[src/rtl/orion_mem_arbiter.sv]
// Two-port (instruction/data) arbiter in front of a single shared memory port.
// Optional macro ORION_ARB_ROUND_ROBIN_EN alternates grants on contention; otherwise data wins.
module orion_mem_arbiter #(
  parameter int unsigned ADDRW = 32,
  parameter int unsigned DATAW = 32
) (
  input  logic                 clk,
  input  logic                 rst,

  input  logic [ADDRW-1:0]     imem_addr,
  input  logic                 imem_valid,
  output logic [DATAW-1:0]     imem_rdata,
  output logic                 imem_ack,

  input  logic [ADDRW-1:0]     dmem_addr,
  input  logic                 dmem_valid,
  input  logic [DATAW-1:0]     dmem_wdata,
  input  logic [DATAW/8-1:0]   dmem_mask,
  input  logic                 dmem_we,
  output logic [DATAW-1:0]     dmem_rdata,
  output logic                 dmem_ack,

  output logic [ADDRW-1:0]     mem_addr,
  output logic                 mem_valid,
  output logic [DATAW-1:0]     mem_wdata,
  output logic [DATAW/8-1:0]   mem_mask,
  output logic                 mem_we,
  input  logic [DATAW-1:0]     mem_rdata,
  input  logic                 mem_ack,

  output logic                 busy,
  output logic                 owner_d
);

  localparam int unsigned MASKW = DATAW / 8;

  typedef enum logic [1:0] {
    IDLE    = 2'd0,
    GRANT_I = 2'd1,
    GRANT_D = 2'd2
  } state_t;

  state_t             r_state;
  state_t             w_next;
  logic [ADDRW-1:0]   r_addr;
  logic [ADDRW-1:0]   w_addr;
  logic [DATAW-1:0]   r_wdata;
  logic [DATAW-1:0]   w_wdata;
  logic [MASKW-1:0]   r_mask;
  logic [MASKW-1:0]   w_mask;
  logic               r_we;
  logic               w_we;
  logic               r_owner_d;
  logic               w_owner_d;
  logic               w_prio_d;

  // On contention, decide whether the data port takes the grant
`ifdef ORION_ARB_ROUND_ROBIN_EN
  assign w_prio_d = ~r_owner_d;
`else
  assign w_prio_d = 1'b1;
`endif

  // Next-state, payload capture and combinational ack/rdata steering
  always_comb begin
    w_next     = r_state;
    w_addr     = r_addr;
    w_wdata    = r_wdata;
    w_mask     = r_mask;
    w_we       = r_we;
    w_owner_d  = r_owner_d;
    imem_ack   = 1'b0;
    imem_rdata = '0;
    dmem_ack   = 1'b0;
    dmem_rdata = '0;

    case (r_state)
      IDLE: begin
        if (dmem_valid && (!imem_valid || w_prio_d)) begin
          w_next    = GRANT_D;
          w_addr    = dmem_addr;
          w_wdata   = dmem_wdata;
          w_mask    = dmem_mask;
          w_we      = dmem_we;
          w_owner_d = 1'b1;
        end else if (imem_valid) begin
          w_next    = GRANT_I;
          w_addr    = imem_addr;
          w_wdata   = '0;
          w_mask    = '1;
          w_we      = 1'b0;
          w_owner_d = 1'b0;
        end
      end
      GRANT_I: begin
        if (mem_ack) begin
          w_next     = IDLE;
          imem_ack   = 1'b1;
          imem_rdata = mem_rdata;
        end
      end
      GRANT_D: begin
        if (mem_ack) begin
          w_next     = IDLE;
          dmem_ack   = 1'b1;
          dmem_rdata = mem_rdata;
        end
      end
      default: w_next = IDLE;
    endcase
  end

  // State and latched payload; reset abandons any grant in flight
  always_ff @(posedge clk) begin
    if (rst) begin
      r_state   <= IDLE;
      r_addr    <= '0;
      r_wdata   <= '0;
      r_mask    <= '0;
      r_we      <= 1'b0;
      r_owner_d <= 1'b0;
    end else begin
      r_state   <= w_next;
      r_addr    <= w_addr;
      r_wdata   <= w_wdata;
      r_mask    <= w_mask;
      r_we      <= w_we;
      r_owner_d <= w_owner_d;
    end
  end

  assign mem_valid = (r_state != IDLE);
  assign busy      = (r_state != IDLE);
  assign mem_addr  = r_addr;
  assign mem_wdata = r_wdata;
  assign mem_mask  = r_mask;
  assign mem_we    = r_we;
  assign owner_d   = r_owner_d;

endmodule

[config.mk]
export PLATFORM = sky130hd
export DESIGN_NAME = orion_mem_arbiter
export DESIGN_NICKNAME = d
export VERILOG_FILES = /design/src/rtl/orion_mem_arbiter.sv
export SDC_FILE = /design/constraint.sdc
export NUM_CORES = 1
export LEC_CHECK = 0
export ABC_AREA = 1
export CORE_AREA = 2 2 107 109
export CTS_BUF_LIST = sky130_fd_sc_hd__clkbuf_4
export CTS_CLUSTER_SIZE = 10
export DETAILED_ROUTE_END_ITERATION = 8
export DIE_AREA = 0 0 109 111
export PLACE_DENSITY = 0.78
export SYNTH_ARGS = -nofsm -noshare
export SYNTH_HDL_FRONTEND = slang
export SYNTH_SLANG_ARGS = --single-unit
[constraint.sdc]
create_clock -name clk -period 3.3 [get_ports clk]
set_input_delay 0.66 -clock clk [delete_from_list [all_inputs] [get_ports clk]]
set_output_delay 0.66 -clock clk [all_outputs]
set_load 0.005 [all_outputs]
Word level (Yosys, flattened, before mapping)
Cells that the tools add are included.

Bits of input ports: 138. Register bits: 72. Output and inout bits: 138.

Multiplexer cells: 19. Reduce and logical (&&, ||, !) cells: 6. Eq/ne operators: 4.

Operators by type and width (count): 32-bit 2-to-1 mux (7); 4-bit 2-to-1 mux (2); 1-bit 2-to-1 mux (6); 2-bit 2-to-1 mux (3); 2-bit case mux with 2 select lines (1); 2-bit AND reduction (2); 2-bit nonzero test (2); 3-bit inequality test, second input constant (1); 2-bit by 1-bit == test with 1-bit output, second input constant (1); 2-bit == test, second input constant (1); 2-bit logical NOT (1); 2-bit by 1-bit inequality test with 1-bit output, second input constant (1); 2-bit OR reduction (1).

Logic depth before layout (Yosys ltp)
Gate-level depths: netlist of run 1.

Word-level depth: 4. Mapped depth: 8. Depth with buffers taken out: 6.

Worst setup path after synthesis of run 1
No wires, ideal clock.

Path type: input-to-output. From: input mem_ack. To: output dmem_ack. Setup slack: 1462 ps. Arrival: 1178 ps. Stages: 3. Required time: 2640 ps. Cell sequence: nand2_1 -> clkbuf_1 -> inv_1.

Word-level cells in the longest chain between the ends: 2.

RTL lines: start: declaration (RTL line 29) `input logic mem_ack,`; 1-bit 2-to-1 mux (RTL line 103) `if (mem_ack) begin`; 1-bit 2-to-1 mux (RTL line 77) `case (r_state)`; end: declaration (RTL line 21) `output logic dmem_ack,`.

No other way between the ends.

Final worst setup path of run 1
From: input mem_ack. To: output dmem_rdata[27].

Word-level cells in the longest chain between the ends: 2.

RTL lines: 32-bit 2-to-1 mux (RTL line 103); 32-bit 2-to-1 mux (RTL line 77); end: declaration (RTL line 20) `output logic [DATAW-1:0] dmem_rdata,`.

No other way between the ends.

==> results of run 1 <==
## flip-flops by register name, summed over array words and instances (netlist names)
signal	flops
mem_addr	32
mem_we	1
mem_wdata	32
r_state	2
owner_d	1
mem_mask	4
## final cells by class
| class | count | area, um2 | share of cell area, % |
|---|---|---|---|
| timing repair buffer | 282 | 2820 | 42.5 |
| multi-input combinational | 419 | 1710 | 25.8 |
| sequential | 72 | 1440 | 21.7 |
| inverter | 79 | 297 | 4.47 |
| tap | 143 | 179 | 2.70 |
| clock inverter | 7 | 119 | 1.79 |
| clock buffer | 9 | 67.6 | 1.02 |
| antenna | 1 | 2.50 | 0.0377 |
## Yosys cell counts
| library cell | count |
|---|---|
| buf_4 | 6 |
| inv_1 | 77 |
| nor2_1 | 116 |
| ha_1 | 6 |
| a21oi_1 | 40 |
| buf_1 | 1 |
| o21ai_2 | 1 |
| nand2_1 | 236 |
| clkbuf_1 | 11 |
| clkinv_1 | 1 |
| nand4_1 | 1 |
| nand3_1 | 1 |
| o21ai_0 | 4 |
| dfxtp_1 | 72 |
| nor3_1 | 14 |
| buf_2 | 11 |
| buf_6 | 5 |
| inv_2 | 1 |
## power breakdown
part / switching, W / internal, W
registers: 0.0000473 / 0.000968
logic: 0.000376 / 0.000472
clock network: 0.000330 / 0.000385
## worst min-delay path by stage
stage | from | endpoint | depth (start not counted)
floorplan | mem_mask[0] | mem_mask[0] | 2
global placement | mem_mask[3] | mem_mask[3] | 2
detailed placement | mem_mask[1] | mem_mask[1] | 2
CTS | mem_mask[1] | mem_mask[1] | 2
global route | mem_mask[0] | mem_mask[0] | 2
finish | mem_mask[1] | mem_mask[1] | 2
## metrics by stage
| stage | hold WS, ns | cells | cell area, um2 | total power (W) |
|---|---|---|---|---|
| detailed placement | 0.437 | 995 | 6450 | 0.00189 |
| global route | 0.485 | 1012 | 6640 | 0.00275 |
| floorplan | 0.441 | 604 | 3650 | 0.00141 |
| CTS | 0.456 | 1011 | 6640 | 0.00261 |
| finish | 0.454 | 1012 | 6640 | 0.00258 |
| global placement | 0.434 | 995 | 6450 | 0.00188 |
## metal layers
metal / track usage [%] / up-vias
li1: - / 2296
met1: 20.8 / 1876
met2: 38.1 / 188
met3: 8.05 / 24
met4: 7.01 / 0
met5: 0 / -
## worst max-delay path: stages
cell             delay, ns
clkdlybuf4s50_1       0.52
inv_1                 0.23
nor3_1                0.27
clkdlybuf4s50_1       0.54
## kinds of logic (layout without fill, tap and decap cells)
| family | Yosys count | count (layout) | share of synthesized area, % |
|---|---|---|---|
| buf+inv | 113 | 377 | 13.7 |
| fa+ha+maj | 6 | 6 | 2.06 |
| simple gates | 368 | 368 | 38.5 |
| other cells | 0 | 1 | 0 |
| compound gates | 45 | 45 | 6.28 |
| flops | 72 | 72 | 39.5 |
==> flow_metrics.py, run 1 <==
metrics = {
    "critical_path": {
        "rrSetupSlack_ns": 1.48,
        "crit_path_start_kind": "input pin",
        "worst_r2r_startpoint": "r_state[0]",
        "critPathMaxFanout": 15,
        "cp.arrival_ns": 2.21,
        "cp-end-kind": "primary output",
        "setup.worst_path.end": "dmem_rdata[27]",
        "rr_endpoint": "mem_wdata[0]",
        "ff2ff_path_depth": 6,
        "critical_path_class": "in2out",
        "critPathLaunch": "mem_ack",
        "cp.required_ns": 2.64,
    },
    "global_routing": {
        "grt_max_degree": 103,
        "grt.total_usage_pct": 20.7,
        "grt_pass1_vias": 4085,
        "gr-total-overflow": 0,
        "grt_antenna_before_repair": 1,
        "grt_pass1_wl_um": 19600,
    },
    "placed_design": {
        "portBuffers": 275,
        "gp_congestion": 0.801,
        "pre_cts_ws_ns": 0.468,
        "dp_hpwl_um": 9940,
    },
    "timing": {
        "post-route-min-period_ns": 2.87,
        "tns_ns": 0,
        "rsz0062_at_grt": "false",
        "finalCritPeriodShare_pct": 87.1,
        "setup_viol": 0,
        "slew_violations": 0,
        "finalClockSkew_ns": 0.0134,
        "final-hold-violation-count": 0,
        "setup_ws_ns": 0.427,
        "slew_headroom_pct": 28.4,
        "worst_pin_slew_ns": 1.07,
        "fmax_mhz": 348,
    },
    "synthesis": {
        "syn_nets": 748,
        "ys_seq_area_share_pct": 39.5,
        "synth-seq-cells": 72,
        "synth.area.top_cells": "dfxtp_1, nand2_1, nor2_1",
        "yosysTopAreaCell": "dfxtp_1",
        "synth_cell_types": 18,
        "synth_area_um2": 3650,
        "syn_avg_cell_area_um2": 6.04,
        "yosysWarnings": 0,
        "synth.top_cell.area_share_pct": 39.5,
        "syn_inst": 604,
    },
    "route": {
        "ant_nets": 0,
        "wire_per_inst_um": 12.7,
        "dr_wl_met2_um": 6480,
        "wirelength_um": 12900,
        "highest_layer": "met4",
        "vias_per_cell": 4.33,
        "drcViolationCount": 0,
        "drtIter0Drc": 245,
        "firstDrtPassIters": 4,
        "vias": 4384,
        "drt-met1-wl_um": 4830,
        "wl_met3_um": 1270,
    },
    "clock_network": {
        "clk_latency_ns": 0.41,
        "numCtsBuffers": 9,
        "clk_pin_slew_worst_paths_ns": 0.12,
        "cts_resized": 0,
        "cts_htree_levels": 3,
        "cts_root_buf": "clkbuf_4",
        "cts_tree": "yes",
        "cts_sinks": 72,
        "clockBufferDepth": 2,
        "ctsHoldBuffers": 0,
        "post-cts-setup-buffers": 0,
    },
    "cells_and_area": {
        "fin_util_pct": 59.9,
        "layout.nets": 1007,
        "layout_commonest_cell": "clkdlybuf4s50_1",
        "layout-drive-gt1-share_pct": 2.76,
        "syn_to_final_growth_pct": 82.1,
        "n_fill_cell": 1050,
        "final_cell_mix": "clkdlybuf4s50_1, nand2_1, nor2_1, inv_1, dfxtp_1",
    },
    "floorplanning": {
        "die_x_um": 109,
        "start_util_pct": 32.9,
        "die_area_um2": 12100,
        "num_io_pins": 276,
        "die_h_um": 111,
        "rows": 39,
        "core-area_um2": 11100,
    },
    "power_and_ir_drop": {
        "power_density_nw_per_um2": 388,
        "ir_worst_vdd_mv": 0.316,
        "p_leak_nw": 3.00,
    },
    "min_path": {
        "hold_class": "reg2reg",
    },
    "run": {
        "max_cap_viol_count": 0,
    },
    "run_status": {
        "outcome": "completed",
    },
}
(Power assumes the default switching activity.)
==> run 2: changes to the inputs <==
CORE_AREA = unset   (was 2 2 107 109)
CORE_ASPECT_RATIO = 0.6   (was unset)
CORE_UTILIZATION = 38   (was unset)
DIE_AREA = unset   (was 0 0 109 111)
PLACE_DENSITY = 0.87   (was 0.78)
REMOVE_ABC_BUFFERS = 1   (was unset)
==> flow_metrics.py, run 2 (synthesis gave the netlist of run 1 again) <==
metrics = {
    "critical_path": {
        "cp.required_ns": 2.64,
        "critical_path_class": "in2out",
        "crit_path_frequent_cell": "clkdlybuf4s50_1",
        "critPathMaxFanout": 15,
        "worst_r2r_startpoint": "r_state[0]",
        "slowest_delay_ns": 0.54,
        "cp-end-kind": "primary output",
        "slowest_stage": "clkdlybuf4s50_1",
        "crit_path_start_kind": "input pin",
        "rrSetupSlack_ns": 1.46,
        "setup.worst_path.end": "dmem_rdata[28]",
        "crit_chain": "clkdlybuf4s50_1 -> inv_1 -> nor3_1 -> clkdlybuf4s50_1",
        "ff2ff_path_depth": 6,
        "critPathLaunch": "mem_ack",
        "rr_endpoint": "mem_wdata[14]",
        "cp.arrival_ns": 2.25,
    },
    "global_routing": {
        "grt_pass1_wl_um": 20300,
        "grt_max_degree": 66,
        "grt.total_usage_pct": 25.8,
        "grt_pass1_vias": 4173,
        "gr-total-overflow": 0,
        "grt_antenna_before_repair": 0,
    },
    "run_status": {
        "outcome": "completed",
    },
    "clock_network": {
        "clk_latency_ns": 0.41,
        "post-cts-setup-buffers": 0,
        "clk_pin_slew_worst_paths_ns": 0.12,
        "clockBufferDepth": 2,
        "cts_htree_levels": 3,
        "cts_resized": 0,
        "cts_root_buf": "clkbuf_4",
        "numCtsBuffers": 9,
        "cts_tree": "yes",
        "ctsHoldBuffers": 0,
        "cts_sinks": 72,
    },
    "cells_and_area": {
        "final_cell_mix": "clkdlybuf4s50_1, nand2_1, nor2_1, inv_1, dfxtp_1",
        "design_area_um2": 6600,
        "multiInputGateArea_um2": 1710,
        "antennaDiodeCount": 0,
        "layout.nets": 1009,
        "layout_commonest_cell": "clkdlybuf4s50_1",
        "syn_to_final_growth_pct": 81.1,
        "regArea_um2": 1440,
        "n_fill_cell": 769,
        "layout-drive-gt1-share_pct": 3.10,
    },
    "timing": {
        "slew_violations": 0,
        "worst_pin_slew_ns": 1.03,
        "setup_viol": 0,
        "post-route-min-period_ns": 2.91,
        "final-hold-violation-count": 0,
        "setup_ws_ns": 0.391,
        "fmax_mhz": 344,
        "tns_ns": 0,
        "finalClockSkew_ns": 0.0147,
        "finalCritPeriodShare_pct": 88.2,
        "slew_headroom_pct": 31.4,
        "rsz0062_at_grt": "false",
    },
    "route": {
        "highest_layer": "met4",
        "vias_per_cell": 4.44,
        "drt-met1-wl_um": 4950,
        "ant_nets": 0,
        "dr_wl_met2_um": 6630,
        "drcViolationCount": 0,
        "drtIter0Drc": 200,
        "vias": 4439,
        "wirelength_um": 12900,
        "firstDrtPassIters": 5,
        "wire_per_inst_um": 12.9,
        "wl_met3_um": 995,
    },
    "power_and_ir_drop": {
        "ir_worst_vdd_mv": 0.244,
        "p_leak_nw": 2.99,
        "power_density_nw_per_um2": 379,
    },
    "floorplanning": {
        "die_x_um": 128,
        "die_area_um2": 10000,
        "die_h_um": 77.9,
        "start_util_pct": 39.4,
        "core-area_um2": 9260,
        "num_io_pins": 276,
        "rows": 27,
    },
    "placed_design": {
        "gp_congestion": 0.865,
        "dp_hpwl_um": 10200,
        "placed_cell_area_um2": 6430,
        "pre_cts_ws_ns": 0.412,
        "portBuffers": 275,
    },
    "min_path": {
        "hold_class": "reg2reg",
        "holdPathStages": 2,
    },
    "run": {
        "max_cap_viol_count": 0,
    },
}
run 2: how the worst min path moves through the flow:
stage / start / slack, ns / end
finish: mem_mask[2] / 0.46 / mem_mask[2]
CTS: mem_mask[2] / 0.46 / mem_mask[2]
detailed placement: mem_mask[2] / 0.44 / mem_mask[2]
global route: mem_wdata[26] / 0.48 / mem_wdata[26]
global placement: mem_mask[2] / 0.43 / mem_mask[2]
floorplan: mem_mask[0] / 0.44 / mem_mask[0]
run 2: area by class of cell:
cell class | count | area share, %
Inverter | 79 | 4.49
Sequential cell | 72 | 21.8
Multi-Input combinational cell | 419 | 26.0
Tap cell | 130 | 2.46
Clock inverter | 6 | 1.40
Clock buffer | 10 | 1.14
Timing Repair Buffer | 284 | 42.7
run 2: metrics by stage:
step	hold slack, ns	instances	power, W	util (%)
floorplan	0.442	570	0.00137	-
global placement	0.434	984	0.00186	69.5
detailed placement	0.441	984	0.00189	69.5
CTS	0.458	1000	0.00253	71.3
global route	0.481	1000	0.00267	71.3
finish	0.460	1000	0.00250	71.3
run 2: routing by layer:
layer / global-route usage (%) / up-vias
li1: - / 2296
met1: 27.7 / 1956
met3: 7.24 / 23
met2: 48.6 / 164
met5: 0 / -
met4: 8.71 / 0
run 2: worst max-delay path, delay by kind of cell:
family,cells,cell delay (ns)
buffers and inverters,3,1.29
and+or+nand+nor,1,0.30
run 2: where the power goes:
group          switching [W]  internal [W]  total [W]
sequential         0.0000510      0.000968    0.00102
combinational       0.000382      0.000470   0.000851
clock               0.000311      0.000319   0.000630
total               0.000743       0.00176    0.00250
==> variant (config.mk and constraints of run 1) <==
Change the parameter `DATAW` from 32 to 16.
--- a/src/rtl/orion_mem_arbiter.sv
+++ b/src/rtl/orion_mem_arbiter.sv
@@ -2,7 +2,7 @@
 // Optional macro ORION_ARB_ROUND_ROBIN_EN alternates grants on contention; otherwise data wins.
 module orion_mem_arbiter #(
   parameter int unsigned ADDRW = 32,
-  parameter int unsigned DATAW = 32
+  parameter int unsigned DATAW = 16
 ) (
   input  logic                 clk,
   input  logic                 rst,
Interface: changed (7 resized); port bits go from 276 to 192. The function was not compared with the original's and may differ.
==> variant against run 1 <==
Non-clock buffer count down 85. Maximum frequency is 2.6% higher. Setup slack better by 73 ps. Sequential cell count shrank 18. Power down 30%. Wire length down 35%. Synthesized area decreased by 23%. Final area fell by 26%. Critical path type unchanged. Largest power group unchanged.
==> variant: results <==
export IMPL_status="finished, final reports clean"
export IMPL_syn_nets=584
export IMPL_cp_arrival_ps=2140
export IMPL_wirelength_met1_um=3290
export IMPL_r2r_end="mem_wdata[12]"
export IMPL_clk_pin_slew_ps=170
export IMPL_leakage_nw=2.25
export IMPL_drive_gt1_share_pct=2.44
export IMPL_slew_headroom_pct=65.4
export IMPL_syn_avg_cell_area_um2=5.96
export IMPL_netSwitchingPower_uw=550
export IMPL_cp_slowest_cell="clkdlybuf4s50_1"
export IMPL_clock_path_buffers=2
export IMPL_antenna_found_initial=0
export IMPL_htreeDepth=2
export IMPL_io_buffers=191
export IMPL_peakVddDrop_mv=0.188
export IMPL_dpl_cell_count=790
export IMPL_met2_length_um=4070
export IMPL_grt_use_met3_pct=5.23
export IMPL_grtUsageTotal_pct=13.5
export IMPL_finClkSkew_ps=16.2
export IMPL_cts_made_buffers=5
export IMPL_r2r_start="r_state[0]"
export IMPL_grt_pass1_vias=2881
export IMPL_met1_usage_pct=14.4
export IMPL_clk_latency_ps=370
export IMPL_dr_total_vias=3216
export IMPL_grt_max_degree=85
export IMPL_fin_cells=798
export IMPL_whs_ps=461
export IMPL_met2_usage_pct=24.7
export IMPL_p_comb_share_pct=36.5
export IMPL_nets=764
export IMPL_crit_path_end="dmem_rdata[10]"
export IMPL_drtIter0Drc=74
export IMPL_synth_compound_area_share_pct=4.56
export IMPL_synthTopCellsByArea="dfxtp_1 (38%), nand2_1 (27%), nor2_1 (11%)"
export IMPL_pwr_share_seq_pct=42.6
export IMPL_routed_wl_um=8360
export IMPL_yosysSeqAreaShare_pct=38.3
export IMPL_hpwl_um=6360
export IMPL_fillCellCount=1151
export IMPL_synth_fa_ha_area_share_pct=2.66
export IMPL_wl_met3_um=944
export IMPL_gp_congestion=0.753
export IMPL_yosys_cell_types_count=17
export IMPL_antenna_cells=0
export IMPL_grt_pass1_wl_um=13200
export IMPL_netlist_top_cells_count="nand2_1 (204), nor2_1 (84), inv_1 (59)"
-- variant: changes by cell type in the layout (fill, tap and decap cells not counted), moves of 4 or more --
cell and delta:
nor2_1 -32, clkdlybuf4s50_1 -85, nand2_1 -32, clkbuf_4 -4, inv_1 -18, a21oi_1 -18, dfxtp_1 -18
-- variant: layout make-up --
class                           instances  area [um^2]  area share [%]
Inverter                               61          229            4.66
Multi-Input combinational cell        335         1370            28.0
Timing Repair Buffer                  197         1960            40.0
Clock buffer                            5         37.5           0.765
Clock inverter                          3         45.0           0.917
Tap cell                              143          179            3.64
Sequential cell                        54         1080            22.0
-- variant: per-stage QoR --
stage / util, % / setup slack (ps) / power [mW] / cell area [um^2]
2_1_floorplan: - / 1480 / 1.10 / 2820
3_3_place_gp: 43.6 / 557 / 1.45 / 4830
3_5_place_dp: 43.6 / 497 / 1.45 / 4830
4_1_cts: 44.3 / 500 / 1.85 / 4910
5_1_grt: 44.3 / 405 / 1.95 / 4910
6_report: 44.3 / 500 / 1.81 / 4910
